--- config.mk ---
export PLATFORM = sky130hd
export DESIGN_NAME = zbreak
export DESIGN_NICKNAME = d
export VERILOG_FILES = /design/src/rtl/zbreak.sv
export SDC_FILE = /design/constraint.sdc
export NUM_CORES = 1
export LEC_CHECK = 0
export ABC_AREA = 1
export CELL_PAD_IN_SITES_DETAIL_PLACEMENT = 0
export CELL_PAD_IN_SITES_GLOBAL_PLACEMENT = 1
export CORE_MARGIN = 2
export CORE_UTILIZATION = 42
export DETAILED_ROUTE_END_ITERATION = 7
export PLACE_DENSITY_LB_ADDON = 0.1
export SETUP_SLACK_MARGIN = 0.5
export SLEW_MARGIN = 20
export SYNTH_ARGS = -nofsm -noshare
export SYNTH_HDL_FRONTEND = slang
export SYNTH_SLANG_ARGS = --single-unit
--- constraint.sdc ---
create_clock -name fclk -period 4.15 [get_ports fclk]
set_input_delay 0.6225 -clock fclk [delete_from_list [all_inputs] [get_ports fclk]]
set_output_delay 0.6225 -clock fclk [all_outputs]
set_load 0.01 [all_outputs]
--- src/rtl/zbreak.sv ---
// rtl/zbreak.sv - Z80 bus breakpoint unit driving the NMI generator's imm_nmi input
// Optional feature macro: ZBREAK_PASSCNT_EN (per-slot pass counts, adds wr_pcnt port).
module zbreak #(
  parameter int NUM_BP   = 2,
  parameter int FIRE_TMO = 15
) (
  input  logic        fclk,
  input  logic        rst_n,
  input  logic        zpos,
  input  logic        zneg,
  input  logic [15:0] a,
  input  logic        m1_n,
  input  logic        mreq_n,
  input  logic        rd_n,
  input  logic        wr_n,
  input  logic        in_nmi,
  input  logic [1:0]  bp_idx,
  input  logic [7:0]  din,
  input  logic        wr_alo,
  input  logic        wr_ahi,
  input  logic        wr_ctl,
  input  logic        clr_hit,
`ifdef ZBREAK_PASSCNT_EN
  input  logic        wr_pcnt,
`endif
  output logic        imm_nmi,
  output logic        hit_valid,
  output logic [1:0]  hit_idx,
  output logic        busy
);

  localparam logic [1:0] TYPE_EXEC = 2'b01;
  localparam logic [1:0] TYPE_RD   = 2'b10;
  localparam logic [1:0] TYPE_WR   = 2'b11;
  localparam int         CW        = (FIRE_TMO < 2) ? 1 : $clog2(FIRE_TMO + 1);

  typedef enum logic [1:0] {
    ST_ARMED,
    ST_FIRE,
    ST_WAIT_EXIT,
    ST_STEP
  } state_t;

  state_t              state_q, state_d;

  // slot configuration
  logic [15:0]         addr_q [NUM_BP];
  logic [1:0]          type_q [NUM_BP];
`ifdef ZBREAK_PASSCNT_EN
  logic [7:0]          pcnt_q [NUM_BP];
`endif

  // bus sampling and cycle qualifiers
  logic                m1_n_q, mreq_n_q, rd_n_q, wr_n_q;
  logic                cyc_m1, cyc_rd, cyc_wr;
  logic                cyc_m1_q, cyc_rd_q, cyc_wr_q;
  logic                ev_m1, ev_rd, ev_wr;

  // match evaluation
  logic [NUM_BP-1:0]   slot_match;
  logic [NUM_BP-1:0]   slot_fire;
  logic [1:0]          fire_idx;
  logic                eval_en;
  logic                fire_req;

  logic [CW-1:0]       cnt_q;
  logic                hit_valid_q;
  logic [1:0]          hit_idx_q;

  // Latch M1 on the Z80 rising edge and the strobes on the falling edge
  always_ff @(posedge fclk or negedge rst_n) begin
    if (!rst_n) begin
      m1_n_q   <= 1'b1;
      mreq_n_q <= 1'b1;
      rd_n_q   <= 1'b1;
      wr_n_q   <= 1'b1;
    end else begin
      if (zpos) m1_n_q <= m1_n;
      if (zneg) begin
        mreq_n_q <= mreq_n;
        rd_n_q   <= rd_n;
        wr_n_q   <= wr_n;
      end
    end
  end

  // Decode bus cycle kinds and flag their first fclk as a single event
  always_comb begin
    cyc_m1 = !m1_n_q && !mreq_n_q;
    cyc_rd = m1_n_q && !mreq_n_q && !rd_n_q;
    cyc_wr = !mreq_n_q && !wr_n_q;
    ev_m1  = cyc_m1 && !cyc_m1_q;
    ev_rd  = cyc_rd && !cyc_rd_q;
    ev_wr  = cyc_wr && !cyc_wr_q;
  end

  // Delayed qualifier copies for edge detection
  always_ff @(posedge fclk or negedge rst_n) begin
    if (!rst_n) begin
      cyc_m1_q <= 1'b0;
      cyc_rd_q <= 1'b0;
      cyc_wr_q <= 1'b0;
    end else begin
      cyc_m1_q <= cyc_m1;
      cyc_rd_q <= cyc_rd;
      cyc_wr_q <= cyc_wr;
    end
  end

  // Compare every slot against the event; lowest firing slot wins
  always_comb begin
    slot_match = '0;
    slot_fire  = '0;
    fire_idx   = 2'd0;
    for (int i = 0; i < NUM_BP; i++) begin
      slot_match[i] = (a == addr_q[i]) &&
                      (((type_q[i] == TYPE_EXEC) && ev_m1) ||
                       ((type_q[i] == TYPE_RD)   && ev_rd) ||
                       ((type_q[i] == TYPE_WR)   && ev_wr));
`ifdef ZBREAK_PASSCNT_EN
      slot_fire[i]  = slot_match[i] && (pcnt_q[i] == 8'd0);
`else
      slot_fire[i]  = slot_match[i];
`endif
    end
    for (int i = NUM_BP - 1; i >= 0; i--) begin
      if (slot_fire[i]) fire_idx = 2'(i);
    end
    eval_en  = (state_q == ST_ARMED) && !in_nmi;
    fire_req = eval_en && (|slot_fire);
  end

  // Slot programming; evaluation above always sees the pre-write values
  always_ff @(posedge fclk or negedge rst_n) begin
    if (!rst_n) begin
      for (int i = 0; i < NUM_BP; i++) begin
        addr_q[i] <= 16'h0000;
        type_q[i] <= 2'b00;
`ifdef ZBREAK_PASSCNT_EN
        pcnt_q[i] <= 8'd0;
`endif
      end
    end else begin
      for (int i = 0; i < NUM_BP; i++) begin
        if (wr_alo && (bp_idx == 2'(i))) addr_q[i][7:0]  <= din;
        if (wr_ahi && (bp_idx == 2'(i))) addr_q[i][15:8] <= din;
        if (wr_ctl && (bp_idx == 2'(i))) type_q[i]       <= din[1:0];
`ifdef ZBREAK_PASSCNT_EN
        if (wr_pcnt && (bp_idx == 2'(i))) begin
          pcnt_q[i] <= din;
        end else if (eval_en && slot_match[i] && (pcnt_q[i] != 8'd0)) begin
          pcnt_q[i] <= pcnt_q[i] - 8'd1;
        end
`endif
      end
    end
  end

  // Fire timeout: preloaded outside FIRE, counts zpos ticks while firing
  always_ff @(posedge fclk or negedge rst_n) begin
    if (!rst_n) begin
      cnt_q <= CW'(FIRE_TMO);
    end else if (state_q != ST_FIRE) begin
      cnt_q <= CW'(FIRE_TMO);
    end else if (zpos && (cnt_q != '0)) begin
      cnt_q <= cnt_q - 1'b1;
    end
  end

  // Hit status; a new hit overrides a simultaneous clear
  always_ff @(posedge fclk or negedge rst_n) begin
    if (!rst_n) begin
      hit_valid_q <= 1'b0;
      hit_idx_q   <= 2'd0;
    end else if (fire_req) begin
      hit_valid_q <= 1'b1;
      hit_idx_q   <= fire_idx;
    end else if (clr_hit) begin
      hit_valid_q <= 1'b0;
    end
  end

  // FSM state register
  always_ff @(posedge fclk or negedge rst_n) begin
    if (!rst_n) state_q <= ST_ARMED;
    else        state_q <= state_d;
  end

  // FSM next state: fire, wait for handler, skip the return fetch
  always_comb begin
    state_d = state_q;
    case (state_q)
      ST_ARMED:     if (fire_req) state_d = ST_FIRE;
      ST_FIRE: begin
        if (in_nmi)              state_d = ST_WAIT_EXIT;
        else if (cnt_q == '0)    state_d = ST_ARMED;
      end
      ST_WAIT_EXIT: if (!in_nmi) state_d = ST_STEP;
      ST_STEP:      if (ev_m1)   state_d = ST_ARMED;
      default:                   state_d = ST_ARMED;
    endcase
  end

  // FSM outputs; imm_nmi is decoded from state so reset drops it at once
  always_comb begin
    imm_nmi   = (state_q == ST_FIRE);
    busy      = (state_q != ST_ARMED);
    hit_valid = hit_valid_q;
    hit_idx   = hit_idx_q;
  end

endmodule

==> run metrics, run 1 <==
Data required, critical path=3530 ps; Vias per Instance=4.61; Final HPWL DP=3.93 mm; synth unique cells=27; Area Overhead vs Synth=22.1%; P_leak=1.60 nW; Nets=423; max-slew violations=0; Yosys reg bits=51; Fmax achieved=0.446 GHz; Antenna Nets Post-Route=0; worst r2r src=cnt_q[0]; post-route cell area=3200 µm²; DIE AREA=6880 µm²; # port buffers=42; syn nets=378; Post-Route Skew=8.30 ps; clk root buf=clkbuf_8; gp weighted congestion=0.766; worst reg2reg path endpoint=cnt_q[3]; Clock transition at path regs=90 ps; level count of the clock H-tree=2; layout cell share with drive strength beyond 1=0.0807; worst hold path type=primary input to async pin; Post-Layout Cell Count=459; Warnings, synthesis=0; fin crit period=2240 ps; Die W=83.0 µm; Synth Instances=338; Num CTS Buffers=5; ant diodes=0; first-pass GRT wire length=9.41 mm; I/O Pins=44; Worst Path Arrival=1620 ps; syn avg cell area=7.75 µm²; drt pass-1 iters=4; core area=5990 µm²; Slew Limit Headroom=0.566; CP Max Fanout=6; status=completed; Pwr per Cell Area=393 nW/µm²; Seq/Total Area, Yosys=0.491; reg2reg setup slack=2410 ps; Bufs on Longest Clock Path=2; Max Cap Viol=0; die height=83.0 µm; # resized after CTS=0; Critical Path Start Type=flop; vias=2115; DR WL/cell=11.8 µm; worst skew pair latency=310 ps; Overflow after GRT=0; critical path class=flop to output pin; Layout fillers=574; CP Capture Type=output pin; most frequent cells in the layout=nand2_1, inv_1, dfrtp_1; final cell utilization of the core=0.534; peak supply drop=0.000199 V; dpl cells=451; vias in the first global route=2050; setup TNS=0 ps; WL final=5.43 mm; CTS tree=built; Total GRT Usage=0.169; commonest non-fill, non-tap cell in the layout=nand2_1; Least-Margin Pin Slew=651 ps; RSZ-0062 raised after global routing=false; DRC Markers=0; hold buffer count at CTS=0; CTS Sinks=51; period utilization=0.540; row cnt=28; Initial Util=0.437; maximum number of pins on one net before global-route repair=52; final hold vios=0; post-place instance area=3110 µm²; Register-to-Register Path Depth=7; first-iteration detailed-routing DRC count=95; Post-CTS Setup Bufs=0; synthesized area=2620 µm²; initial antenna violation count=0; Setup violations, final=0
[cell usage after synthesis (all sizes together)]
cell,instances,area share
inv,54,0.077
mux2,1,0.0043
ha,1,0.0048
clkbuf,4,0.0057
nand3,12,0.027
dfstp,8,0.080
dfrtp,43,0.41
nor3,1,0.0019
o21bai,2,0.0086
a21boi,1,0.0029
xnor2,2,0.0067
xor2,16,0.054
a21oi,2,0.0038
o31ai,1,0.0029
o211ai,2,0.0057
nand2,108,0.16
conb,1,0.0014
buf,1,0.0029
nand4,1,0.0024
nor2,34,0.057
or4,1,0.0029
o21ai,42,0.080
[logic make-up after synthesis]
logic type                 Yosys count  synth area share
buffers and inverters               59            0.0860
adders and majority gates            1           0.00478
AOI/OAI and AO/OA                   50             0.104
and+or+nand+nor                    157             0.248
DFF                                 51             0.491
muxes                                1           0.00430
xor gates and xnor gates            18            0.0602
other                                1           0.00143
[where the power goes]
part / internal, mW / total, mW / switching, mW
clock network: 0.118 / 0.284 / 0.165
registers: 0.583 / 0.645 / 0.0626
logic: 0.151 / 0.328 / 0.177
total: 0.852 / 1.26 / 0.405
[worst max-delay path: stages, from the launching register on]
cell             delay, ps
dfrtp_1                420
inv_1                  100
nor2_2                 210
clkdlybuf4s50_1        580
[layout make-up]
class                   instances  area, µm²  share of cell area
flip-flops and latches         51       1290               0.402
multi-input cells             228       1110               0.346
inverters                      54        203              0.0634
repair buffers                 43        423               0.132
well taps                      75       93.8              0.0293
clock buffers                   6       72.6              0.0227
clock inverters                 2       12.5             0.00391
[sequential cells by signal, indices dropped and copies added (netlist names), named ones only]
register / count
mreq_n_q: 1
state_q: 1
addr_q: 32
rd_n_q: 1
m1_n_q: 1
type_q: 4
cnt_q: 4
wr_n_q: 1
cyc_rd_q: 1
hit_idx: 1
hit_valid: 1
cyc_wr_q: 1
cyc_m1_q: 1
[worst max-delay path by stage]
stage	start	endpoint	slack [ps]	cells past startpoint
6_report	state_q[0]	imm_nmi	1910	3
5_1_grt	state_q[0]	imm_nmi	1840	3
4_1_cts	state_q[0]	imm_nmi	1880	3
3_5_place_dp	a[6]	flop	1940	12
3_3_place_gp	a[6]	flop	1980	12
2_1_floorplan	cnt_q[0]	cnt_q[3]	2530	7
[metrics by stage]
stage | power (mW) | setup slack, ps | hold slack (ps)
2_1_floorplan | 0.857 | 2530 | 327
3_3_place_gp | 0.981 | 1980 | 486
3_5_place_dp | 0.986 | 1940 | 489
4_1_cts | 1.27 | 1880 | 442
5_1_grt | 1.36 | 1840 | 476
6_report | 1.26 | 1910 | 420
[routing by layer]
metal	global-route usage	up-vias	routed length (µm)
met1	0.220	957	2670
met5	0	-	0
met4	0.0537	0	64
met3	0.0338	7	151
li1	-	1121	-
met2	0.284	30	2540
No activity file was read; power rests on OpenSTA's default activity.
==> run 2: changes to the inputs <==
--- a/config.mk
+++ b/config.mk
@@ -9,7 +9,7 @@
 export CELL_PAD_IN_SITES_DETAIL_PLACEMENT = 0
 export CELL_PAD_IN_SITES_GLOBAL_PLACEMENT = 1
 export CORE_MARGIN = 2
-export CORE_UTILIZATION = 42
+export CORE_UTILIZATION = 39
 export DETAILED_ROUTE_END_ITERATION = 7
 export PLACE_DENSITY_LB_ADDON = 0.1
 export SETUP_SLACK_MARGIN = 0.5
==> constraint.sdc (replaced) <==
create_clock -name fclk -period 2.1 [get_ports fclk]
set_input_delay 0.315 -clock fclk [delete_from_list [all_inputs] [get_ports fclk]]
set_output_delay 0.315 -clock fclk [all_outputs]
set_load 0.01 [all_outputs]
==> run 2 against run 1 <==
Routed wire length grew 3.0%. Clock skew shrank 1.2 ps. Sequential power grew 100%. Cell count grew 2.2%. Hold slack lost 300 ps. Die area grew 7.3%. Largest power group unchanged. Final area grew 3.8%. Utilization shrank 1.7 points. Total power grew 100%.
==> run metrics, run 2 (same netlist as run 1, synthesis figures left out) <==
initial antenna violation count=0 (unchanged); cell mode on critical path=nand2_4; layout cell share with drive strength beyond 1=0.133 (was 0.0807); multi-input logic area=1160 µm² (was 1110 µm²); critical path class=flop to flop (was flop to output pin); Die W=85.9 µm (was 83.0 µm); first-iteration detailed-routing DRC count=91 (was 95); Total GRT Usage=0.163 (was 0.169); Overflow after GRT=0 (unchanged); DRC Markers=0 (unchanged); # port buffers=42 (unchanged); Bufs on Longest Clock Path=2 (unchanged); Least-Margin Pin Slew=659 ps (was 651 ps); combinational power share=0.284 (was 0.261); max reg flops=32 (unchanged); Initial Util=0.408 (was 0.437); setup TNS=0 ps (unchanged); Sw Ratio=0.323 (was 0.322); maximum number of pins on one net before global-route repair=52 (unchanged); final hold vios=0 (unchanged); level count of the clock H-tree=2 (unchanged); drt pass-1 iters=4 (unchanged); Most flops, register=addr_q (unchanged); Worst Path Arrival=1790 ps (was 1620 ps); P_leak=1.66 nW (was 1.60 nW); first-pass GRT wire length=9.45 mm (was 9.41 mm); hold buffer count at CTS=0 (unchanged); Net Sw Power=0.820 mW (was 0.405 mW); WHS=124 ps (was 420 ps); most frequent cells in the layout=nand2_1, inv_1, o21ai_0, dfrtp_1, clkdlybuf4s50_1 (was nand2_1, inv_1, dfrtp_1); Setup violations, final=0 (unchanged); I/O Pins=44 (unchanged); DR WL/cell=11.9 µm (was 11.8 µm); row cnt=29 (was 28); CP Max Fanout=5 (was 6); die height=85.9 µm (was 83.0 µm); Critical Path Start Type=flop (unchanged); ant diodes=0 (unchanged); RSZ-0062 raised after global routing=false (unchanged); period utilization=0.742; P_int=1.72 mW (was 0.852 mW); Clock transition at path regs=90 ps (about the same); Area Overhead vs Synth=26.7% (was 22.1%); Pwr per Cell Area=765 nW/µm² (was 393 nW/µm²); Data required, critical path=2330 ps (was 3530 ps); core area=6420 µm² (was 5990 µm²); worst skew pair latency=300 ps (was 310 ps); worst-path cell chain=inv_2, ha_4, nand2_4, nand2_4, or4_4, a21oi_2, o21ai_1 (was inv_1, nor2_2, clkdlybuf4s50_1); vias in the first global route=2025 (was 2050); Slew Limit Headroom=0.561 (was 0.566); Final HPWL DP=4.09 mm (was 3.93 mm); gp weighted congestion=0.741 (was 0.766); Antenna Nets Post-Route=0 (unchanged); Vias per Instance=4.59 (was 4.61); clock share of power=0.210 (was 0.226); peak supply drop=0.000343 V (was 0.000199 V); vias=2154 (was 2115); Seq pwr share=0.506 (was 0.513); Largest regs=addr_q (32), cnt_q (4), type_q (4) (unchanged); WL final=5.59 mm (was 5.43 mm); commonest non-fill, non-tap cell in the layout=nand2_1 (unchanged); Num CTS Buffers=5 (unchanged); register area=1290 µm² (about the same); Max Cap Viol=0 (unchanged); DIE AREA=7390 µm² (was 6880 µm²); Layout fillers=653 (was 574); CP Capture Type=flop (was output pin); Max stage delay cell, worst path=dfstp_2 (was clkdlybuf4s50_1); Nets=432 (was 423); max-slew violations=0 (unchanged); CTS tree=built (unchanged); worst hold path type=primary input to async pin (unchanged); status=completed (unchanged); fin crit period=1560 ps; Post-Route Skew=7.05 ps (was 8.30 ps); clk root buf=clkbuf_8 (unchanged); Fmax achieved=0.642 GHz; CTS Sinks=51 (unchanged); Crit path largest cell delay=550 ps (was 580 ps)
run 2: area by class of cell:
| cell class | count | area share |
|---|---|---|
| Clock buffer | 5 | 0.0207 |
| Clock inverter | 2 | 0.00264 |
| Inverter | 54 | 0.0611 |
| Multi-Input combinational cell | 228 | 0.350 |
| Sequential cell | 51 | 0.388 |
| Tap cell | 77 | 0.0290 |
| Timing Repair Buffer | 52 | 0.149 |
run 2: per-layer routing:
metal | up-vias | GRT usage | share of wire | wire length [µm]
met1 | 979 | 0.215 | 0.47 | 2620
met4 | 0 | 0.0433 | 0.011 | 61
met3 | 5 | 0.0318 | 0.033 | 184
li1 | 1138 | - | - | -
met5 | - | 0 | 0 | 0
met2 | 32 | 0.274 | 0.49 | 2730
run 2: power by group through the flow:
| stage | logic, mW | registers [mW] | clock network (mW) |
|---|---|---|---|
| 2_1_floorplan | 0.429 | 1.27 | 0 |
| 3_3_place_gp | 0.667 | 1.29 | 0 |
| 3_5_place_dp | 0.677 | 1.29 | 0 |
| 4_1_cts | 0.694 | 1.28 | 0.543 |
| 5_1_grt | 0.835 | 1.31 | 0.594 |
| 6_report | 0.722 | 1.29 | 0.532 |
run 2: path summary, 6_finish.rpt:
check	start	endpoint	slack, ps	cells past startpoint
setup / recovery	cnt_q[0]	cnt_q[3]	540	7
hold / removal	rst_n	hit_idx[0]	120	2
setup reg to reg	cnt_q[0]	cnt_q[3]	540	7
hold reg to reg	wr_n_q	cyc_wr_q	510	1
max in group asynchronous	rst_n	state_q[0]	1520	2
min in group fclk	wr_n_q	cyc_wr_q	510	1
run 2: timing repair:
| item | CTS | global route |
|---|---|---|
| buffers inserted | 3 | 3 |
| endpoints found under the setup margin | 3 | 5 |
| gates resized for setup | 9 | 13 |
| pin swaps | 0 | 4 |
run 2: metrics by stage:
step           cells  area (µm²)  setup slack [ps]  utilization  total power [mW]
3_5_place_dp     456        3140               231        0.489              1.97
4_1_cts          466        3260               499        0.508              2.52
5_1_grt          469        3320               503        0.517              2.74
6_report         469        3320               543        0.517              2.54
3_3_place_gp     456        3140               248        0.489              1.96
2_1_floorplan    338        2620               490            -              1.69
run 2: critical path, delay by kind of cell (launching register included):
kind	cells	cell delay, ps
AO/OA/AOI/OAI	2	190
adder cells (fa/ha/maj)	1	160
buffers and inverters	1	40
flip-flops	1	550
AND/OR/NAND/NOR	3	550
==> run 3: changes to the inputs <==
==> constraint.sdc (replaced) <==
create_clock -name fclk -period 1.6 [get_ports fclk]
set_input_delay 0.24 -clock fclk [delete_from_list [all_inputs] [get_ports fclk]]
set_output_delay 0.24 -clock fclk [all_outputs]
set_load 0.01 [all_outputs]
==> run 3 against run 2 <==
Routed wire length grew 8.5%. First-iteration DRC count fell by 8.8%. Die area unchanged. Critical endpoint unchanged. Highest routed layer unchanged.
==> run metrics, run 3 (same netlist as run 1, synthesis figures left out) <==
worst skew pair latency=310 ps (was 300 ps); Pwr per Cell Area=997 nW/µm² (was 765 nW/µm²); Fmax achieved=0.648 GHz (was 0.642 GHz); # port buffers=42 (unchanged); Initial Util=0.408 (unchanged); setup TNS=0 ps (unchanged); CTS Sinks=51 (unchanged); max-slew violations=0 (unchanged); ant diodes=0 (unchanged); worst r2r src=cnt_q[1] (was cnt_q[0]); Antenna Nets Post-Route=0 (unchanged); post-route setup slack=57.9 ps (was 543 ps); Register-to-Register Path Depth=7 (unchanged); Data required, critical path=1830 ps (was 2330 ps); row cnt=29 (unchanged); DIE AREA=7390 µm² (unchanged); worst reg2reg path endpoint=cnt_q[3] (unchanged); critical path startpoint=cnt_q[1] (was cnt_q[0]); initial antenna violation count=0 (unchanged); first-pass GRT wire length=9.92 mm (was 9.45 mm); peak supply drop=0.000416 V (was 0.000343 V); P_leak=1.78 nW (was 1.66 nW); period utilization=0.964 (was 0.742); Max Cap Viol=0 (unchanged); Num CTS Buffers=5 (unchanged); Largest regs=addr_q (32), cnt_q (4), type_q (4) (unchanged); Total GRT Usage=0.173 (was 0.163); max reg flops=32 (unchanged); WHS=376 ps (was 124 ps); reg2reg setup slack=60 ps (was 540 ps); final hold vios=0 (unchanged); DR WL/cell=12.5 µm (was 11.9 µm); total power draw=3.49 mW (was 2.54 mW); metal2 WL=2.90 mm (was 2.73 mm); clk root buf=clkbuf_8 (unchanged); first-iteration detailed-routing DRC count=83 (was 91); die height=85.9 µm (unchanged); Area Overhead vs Synth=33.9% (was 26.7%); Post-Route Skew=6.25 ps (was 7.05 ps); vias=2244 (was 2154); layout cell share with drive strength beyond 1=0.196 (was 0.133); I/O Pins=44 (unchanged); Clock transition at path regs=80 ps (was 90 ps); Top Metal Used=met4 (unchanged); CP Max Fanout=2 (was 5); Nets=448 (was 432); met3 wire len=233 µm (was 184 µm); CP Capture Type=flop (unchanged); WL final=6.07 mm (was 5.59 mm); Critical Path Start Type=flop (unchanged); core area=6420 µm² (unchanged); DRC Markers=0 (unchanged); Bufs on Longest Clock Path=2 (unchanged); Overflow after GRT=0 (unchanged); commonest non-fill, non-tap cell in the layout=nand2_1 (unchanged); Die W=85.9 µm (unchanged); worst hold path type=primary input to async pin (unchanged); Final HPWL DP=4.37 mm (was 4.09 mm); fin crit period=1540 ps (was 1560 ps); maximum number of pins on one net before global-route repair=38 (was 52); vias in the first global route=2174 (was 2025); routed metal-1 wirelength=2.86 mm (was 2.62 mm); Most flops, register=addr_q (unchanged); Worst Path Arrival=1770 ps (was 1790 ps); critical path class=flop to flop (unchanged); RSZ-0062 raised after global routing=true (was false); register area=1290 µm² (unchanged); level count of the clock H-tree=2 (unchanged); pre-CTS setup slack=-206 ps (was 231 ps); Vias per Instance=4.62 (was 4.59); status=completed (unchanged); most frequent cells in the layout=nand2_1, inv_1, o21ai_0, dfrtp_1, clkdlybuf4s50_1 (unchanged); CTS tree=built (unchanged); multi-input logic area=1200 µm² (was 1160 µm²); Layout fillers=630 (was 653); Setup violations, final=0 (unchanged); drt pass-1 iters=4 (unchanged); gp weighted congestion=0.813 (was 0.741)
-- run 3: cell count changes in the layout (fill, tap and decap cells not counted), sizes merged --
cell           change
buf               +19
clkbuf             +3
clkdlybuf4s15      -2
clkdlybuf4s50      -6
clkinv             -2
dlygate4sd2        +1
dlygate4sd3        +1
dlymetal6s2s       +3
-- run 3: layout make-up --
type,count,share of cell area
Tap cell,77,0.0275
Sequential cell,51,0.368
Clock buffer,8,0.0228
Inverter,54,0.0578
Timing Repair Buffer,68,0.182
Multi-Input combinational cell,228,0.343
-- run 3: layer usage --
layer / vias to the layer above / GRT usage
met1: 1033 / 0.226
li1: 1169 / -
met3: 7 / 0.0395
met4: 0 / 0.0592
met2: 35 / 0.283
met5: - / 0
-- run 3: critical path: stages (launching register included) --
cell,delay [ps]
dfstp_2,550
inv_2,40
ha_4,160
nand2_4,60
nand2_2,50
or4_4,430
a21oi_2,130
o21ai_1,70
-- run 3: metrics by stage --
step | instances | utilization | cell area [µm²]
after detailed placement | 463 | 0.501 | 3220
after floorplan | 338 | - | 2640
after global routing | 486 | 0.546 | 3510
after global placement | 463 | 0.501 | 3220
final | 486 | 0.546 | 3510
after CTS | 481 | 0.530 | 3400
-- run 3: worst max-delay path by stage --
stage	slack (ps)	end
after floorplan	60	cnt_q[3]
after global placement	-150	flop
after detailed placement	-210	flop
after CTS	50	cnt_q[3]
after global routing	-0.2	cnt_q[3]
final	60	cnt_q[3]
-- run 3: what timing repair did --
action,4_1_cts,5_1_grt
hold buffers,1,0
buffers inserted,9,4
hold endpoints to repair,6,0
gates cloned,0,1
resized for setup,26,25
setup endpoints to repair,25,27
pin swaps,10,11
-- run 3: report_power, final --
group / internal, mW / switching, mW
Sequential: 1.52 / 0.164
Combinational: 0.531 / 0.564
Clock: 0.312 / 0.406
Total: 2.36 / 1.13
